<file path="src/rtl/itlb_refill_ctrl.sv">
// ITLB refill controller: takes one miss, walks it through the PTW, checks the PTE
// and writes a victim entry. Also owns the valid vector, victim choice and SFENCE flush.
module itlb_refill_ctrl #(
  parameter int ENTRY_NUM = 32,
  parameter int MXLEN     = 32,
  parameter int VPN_W     = 20
) (
  input  logic                 clk_i,
  input  logic                 rstn_i,
  input  logic                 miss_valid_i,
  input  logic [VPN_W-1:0]     miss_vpn_i,
  output logic                 miss_ready_o,
  output logic                 ptw_req_valid_o,
  output logic [VPN_W-1:0]     ptw_req_vpn_o,
  input  logic                 ptw_req_ready_i,
  input  logic                 ptw_resp_valid_i,
  input  logic [MXLEN-1:0]     ptw_resp_pte_i,
  input  logic                 ptw_resp_fault_i,
  input  logic                 flush_i,
  output logic [ENTRY_NUM-1:0] wr_en_o,
  output logic [MXLEN-1:0]     pte_wr_o,
  output logic [VPN_W-1:0]     vpn_wr_o,
  output logic [ENTRY_NUM-1:0] entry_valid_o,
  output logic                 refill_done_o,
  output logic                 refill_fault_o,
  output logic                 refill_killed_o
);

  localparam int PTR_W = (ENTRY_NUM > 1) ? $clog2(ENTRY_NUM) : 1;

  typedef enum logic [1:0] {IDLE, REQ, WAIT, COMMIT} state_e;

  state_e               state_q, state_d;
  logic [VPN_W-1:0]     vpn_q;
  logic [MXLEN-1:0]     pte_q;
  logic                 fault_q;
  logic                 kill_q;
  logic [ENTRY_NUM-1:0] valid_q;
  logic [PTR_W-1:0]     rr_q;
  logic [PTR_W-1:0]     victim;
  logic [ENTRY_NUM-1:0] victim_onehot;
  logic                 all_valid;
  logic                 killed;
  logic                 commit_wr;

  // flags = PTE bits {W, R, V}
  function automatic logic pte_fault(input logic [2:0] flags, input logic acc_fault);
    return acc_fault | ~flags[0] | (flags[2] & ~flags[1]);
  endfunction

  // Lowest-index invalid entry wins; round-robin pointer only once the array is full.
  always_comb begin
    all_valid     = &valid_q;
    victim        = rr_q;
    for (int i = ENTRY_NUM - 1; i >= 0; i--) begin
      if (!valid_q[i]) victim = PTR_W'(i);
    end
    victim_onehot         = '0;
    victim_onehot[victim] = 1'b1;
  end

  always_comb begin
    state_d         = state_q;
    miss_ready_o    = 1'b0;
    ptw_req_valid_o = 1'b0;
    ptw_req_vpn_o   = '0;
    killed          = 1'b0;
    commit_wr       = 1'b0;
    refill_done_o   = 1'b0;
    refill_fault_o  = 1'b0;
    refill_killed_o = 1'b0;
    wr_en_o         = '0;
    pte_wr_o        = '0;
    vpn_wr_o        = '0;
    unique case (state_q)
      IDLE: begin
        miss_ready_o = 1'b1;
        if (miss_valid_i) state_d = REQ;
      end
      REQ: begin
        ptw_req_valid_o = 1'b1;
        ptw_req_vpn_o   = vpn_q;
        if (ptw_req_ready_i) state_d = WAIT;
      end
      WAIT: begin
        if (ptw_resp_valid_i) state_d = COMMIT;
      end
      COMMIT: begin
        // A flush landing in this very cycle kills the write as well.
        killed          = kill_q | flush_i;
        commit_wr       = ~fault_q & ~killed;
        refill_done_o   = 1'b1;
        refill_fault_o  = fault_q & ~killed;
        refill_killed_o = killed;
        if (commit_wr) begin
          wr_en_o  = victim_onehot;
          pte_wr_o = pte_q;
          vpn_wr_o = vpn_q;
        end
        state_d = IDLE;
      end
      default: state_d = IDLE;
    endcase
  end

  assign entry_valid_o = valid_q;

  always_ff @(posedge clk_i) begin
    if (!rstn_i) begin
      state_q <= IDLE;
      valid_q <= '0;
      rr_q    <= '0;
      kill_q  <= 1'b0;
      fault_q <= 1'b0;
    end else begin
      state_q <= state_d;
      if (flush_i)        valid_q <= '0;
      else if (commit_wr) valid_q <= valid_q | victim_onehot;
      if (commit_wr && all_valid)
        rr_q <= (rr_q == PTR_W'(ENTRY_NUM - 1)) ? '0 : rr_q + 1'b1;
      if (state_q == COMMIT)
        kill_q <= 1'b0;
      else if (flush_i && (state_q == REQ || state_q == WAIT))
        kill_q <= 1'b1;
      if (state_q == WAIT && ptw_resp_valid_i)
        fault_q <= pte_fault(ptw_resp_pte_i[2:0], ptw_resp_fault_i);
    end
  end

  // Refill payload registers; only read in states whose entry path reloads them.
  always_ff @(posedge clk_i) begin
    if (state_q == IDLE && miss_valid_i)     vpn_q <= miss_vpn_i;
    if (state_q == WAIT && ptw_resp_valid_i) pte_q <= ptw_resp_pte_i;
  end

endmodule

</file>
<file path="config.mk">
export PLATFORM = sky130hd
export DESIGN_NAME = itlb_refill_ctrl
export DESIGN_NICKNAME = d
export VERILOG_FILES = /design/src/rtl/itlb_refill_ctrl.sv
export SDC_FILE = /design/constraint.sdc
export NUM_CORES = 1
export LEC_CHECK = 0
export CORE_ASPECT_RATIO = 0.8
export CORE_UTILIZATION = 24
export CTS_BUF_LIST = sky130_fd_sc_hd__clkbuf_4
export DETAILED_ROUTE_END_ITERATION = 7
export GPL_TIMING_DRIVEN = 0
export PLACE_DENSITY = 0.54
export SETUP_SLACK_MARGIN = 0.4
export SYNTH_ARGS = -nofsm -noshare
export SYNTH_HDL_FRONTEND = slang
export SYNTH_SLANG_ARGS = --single-unit
</file>
<file path="constraint.sdc">
create_clock -name clk_i -period 2.7 [get_ports clk_i]
set_clock_uncertainty 0.1 [all_clocks]
set_input_delay 0.405 -clock clk_i [delete_from_list [all_inputs] [get_ports clk_i]]
set_output_delay 0.405 -clock clk_i [all_outputs]
set_load 0.02 [all_outputs]
</file>
==> out/metrics.cfg <==
[synthesis]
syn-cell-area_sq_um=4244
ys_top_cells_by_area=edfxtp_1 (37%), dfxtp_1 (19%), and2_1 (11%), nor2_1 (3.8%), nand2_1 (3.5%)
syn_inst=420
ys_seq_area_frac=0.5613
ys_top_cells_by_count=and2_1 (76), edfxtp_1 (52), nor2_1 (43)
avgSynthCellArea_sq_um=10.10
ys.warnings.count=0
ys_ff_latch=93
synthFlopType=edfxtp_1
yosysTopAreaCell=edfxtp_1
yosysMostFrequentCell=and2_1
synth_top_area_frac=0.3679
synth_edf_count=52
synth_cell_types=47
ys_async_sr_fraction=0
syn-num-nets=485

[placed_design]
dp_hpwl_um=10920
gp_congestion=0.8772
place_ws_ns=-1.144
io_buffer_count=199
dpl_cell_area_sq_um=6920

[global_route]
grt_max_degree=35
grt_pass1_vias=4134
grt_usage=0.1742
antenna_found_initial=2
grt-ovfl-total=0
grt_first_pass_wirelength_um=23880

[critical_path]
path_buf_inv=4
startpoint_type=flip-flop
max_stage_delay_ns=0.41
cp_top_family=compound AO/OA/AOI/OAI gates
critPathMostFrequentCell=buf_6
rrSetupSlack_ns=-0.35
crit_chain=and2_4 > a221o_1 > a2111o_1 > o21a_1 > nand4b_1 > clkbuf_8 > buf_6 > buf_6 > nor2_4 > buf_6
path_class=reg -> out
r2r_start=state_q[1]
worstPathArrival_ns=2.77
critical_path_required_ns=2.19
cp_slowest_cell=a2111o_1
path_max_fanout=5
ff2ff_path_depth=17
cp-end-kind=output pin
r2r_end=entry_valid_o[31]

[die]
num_io_pins=200
die-width_um=150.7
std_cell_rows=43
die_h_um=120.9
start_util=0.2450
core_sq_um=17320
die_area_sq_um=18220

[sta]
hold_violations=0
rsz0062_at_grt=yes
period_share=1.213
fin_crit_ns=3.276
tightestPinTransition_ns=0.9350
tns_ns=-16.78
max_freq_mhz=305.2
drv_slew=0
relSlewSlack=0.3767
setup_viol=42
postLayoutSetupSlackWorst_ns=-0.5764

[routing]
drc=0
routed_via_density=4.636
vias=4400
first_pass_iters=5
ant_nets=0
drt_iter0_markers=252
drt-total-wl_um=16450
wl_per_cell_um=17.33

[finish]
syn2layout_area_growth_pct=104.0
fillers=1516
multi_input_area_sq_um=2575
drive_gt1_frac=0.5505
seq_area_sq_um=2460
final_area_sq_um=8657
nets=784

[min_path]
min_path_type=in -> reg
whs_path_depth=1
hp-start=ptw_resp_pte_i[4]
min_to=pte_q[4]

[pwr]
p_leak_nw=3.323
power_density_nw_per_um2=420.5
ir_drop_uv=184.6

[cts]
clockRootBuffer=clkbuf_4
hold_buffers=0
cts_sinks=93
cts_tree=yes
clkTransAtPathRegs_ns=0.16
cts_buffer_depth=2
tritoncts.num_buffers=9
h-tree-depth=3
insertion_delay_ns=0.48

[outcome]
failed_checks=setup timing
status=finished, violations left

[flow_run]
maxCapViolations=0

[timing repair]
action,in CTS,in global routing
cloned,4,0
pin swaps,31,84
gates resized for setup,741,103
buffers inserted,65,20
endpoints found under the setup margin,141,142
[per-layer routing]
metal | wire (um) | vias up | GRT usage | part of all wire
met5 | 18 | - | 0 | 0.0011
met4 | 150 | 2 | 0.03438 | 0.0091
met3 | 1418 | 20 | 0.05602 | 0.086
met2 | 7904 | 181 | 0.2823 | 0.48
met1 | 6956 | 2110 | 0.2265 | 0.42
li1 | - | 2087 | - | -
[sequential cells by signal (all words and copies together) (netlist names)]
| register | flops |
|---|---|
| state_q | 2 |
| vpn_q | 20 |
| fault_q | 1 |
| entry_valid_o | 32 |
| rr_q | 5 |
| pte_q | 32 |
| kill_q | 1 |
[cells by family (layout without fill, tap and decap cells)]
logic type,Yosys count,after routing,share of synthesized area
multiplexers,3,3,0.007076
flip-flops,93,93,0.5613
other,0,1,0
adder cells (fa/ha/maj),6,6,0.01769
AO/OA/AOI/OAI,68,68,0.1073
AND/OR/NAND/NOR,218,218,0.2780
buffers and inverters,32,335,0.02860
[how the worst max path moves through the flow]
stage                            from          end  slack (ns)  cells past startpoint
floorplan                  state_q[1]  wr_en_o[28]        0.08                      6
global placement              flush_i  wr_en_o[20]       -1.09                      7
detailed placement            flush_i  wr_en_o[23]       -1.14                      7
CTS                        state_q[0]  wr_en_o[30]       -0.59                      8
global route        entry_valid_o[17]   wr_en_o[7]       -0.74                     11
finish              entry_valid_o[24]   wr_en_o[7]       -0.58                     10
[area by class of cell]
class | count | area share
Clock buffer | 9 | 0.007805
Multi-Input combinational cell | 295 | 0.2974
Antenna cell | 1 | 0.0002891
Tap cell | 225 | 0.03252
Clock inverter | 6 | 0.008238
Inverter | 13 | 0.005637
Sequential cell | 93 | 0.2841
Buffer | 19 | 0.02775
Timing Repair Buffer | 288 | 0.3362
[worst reg2reg max path, delay by kind of cell, from the launching register on]
family | cells | cell delay (ns)
buffers and inverters | 11 | 1.03
AND/OR/NAND/NOR | 3 | 0.96
flip-flops | 1 | 0.39
AO/OA/AOI/OAI | 2 | 0.38
adder cells (fa/ha/maj) | 1 | 0.14
[layout by cell type, fill, tap and decap left out, types with 3 or more instances in the layout]
cell | synthesis | final
buf_6 | 0 | 131
clkdlybuf4s50_1 | 0 | 89
and2_4 | 0 | 53
edfxtp_1 | 52 | 52
buf_4 | 0 | 36
nor2_4 | 0 | 33
nand2_1 | 40 | 33
and2_1 | 76 | 22
buf_2 | 1 | 20
dfxtp_4 | 0 | 17
dfxtp_1 | 41 | 13
inv_1 | 13 | 11
dfxtp_2 | 0 | 11
buf_8 | 0 | 10
nand4_1 | 10 | 10
nor2_1 | 43 | 9
nor2b_1 | 9 | 9
clkbuf_4 | 0 | 9
a21oi_1 | 10 | 8
o21ai_2 | 0 | 7
o21ai_0 | 19 | 6
nand2_8 | 0 | 5
o21ai_1 | 0 | 5
clkbuf_1 | 18 | 5
o31ai_1 | 11 | 5
clkbuf_8 | 0 | 4
nand3_1 | 6 | 4
and3_1 | 4 | 4
clkbuf_16 | 0 | 4
o31ai_4 | 0 | 4
ha_1 | 6 | 4
and4_1 | 3 | 3
a31oi_1 | 4 | 3
mux2i_1 | 3 | 3
nor3b_1 | 3 | 3
[report_power, final]
group / internal, mW / total, mW / leakage, nW / switching (mW)
Sequential: 1.69 / 1.76 / 0.830 / 0.0758
Combinational: 0.499 / 1.06 / 2.42 / 0.559
Clock: 0.289 / 0.820 / 0.0747 / 0.531
[metrics by stage]
step	utilization	instances	total power, mW	hold slack, ns
3_3_place_gp	0.3994	844	2.735	0.3724
3_5_place_dp	0.3995	844	2.749	0.3807
5_1_grt	0.4997	949	3.828	0.3096
6_report	0.4997	949	3.640	0.3565
2_1_floorplan	-	420	2.264	0.3944
4_1_cts	0.4700	928	3.636	0.3184
Power figures use the tool's default switching activity.
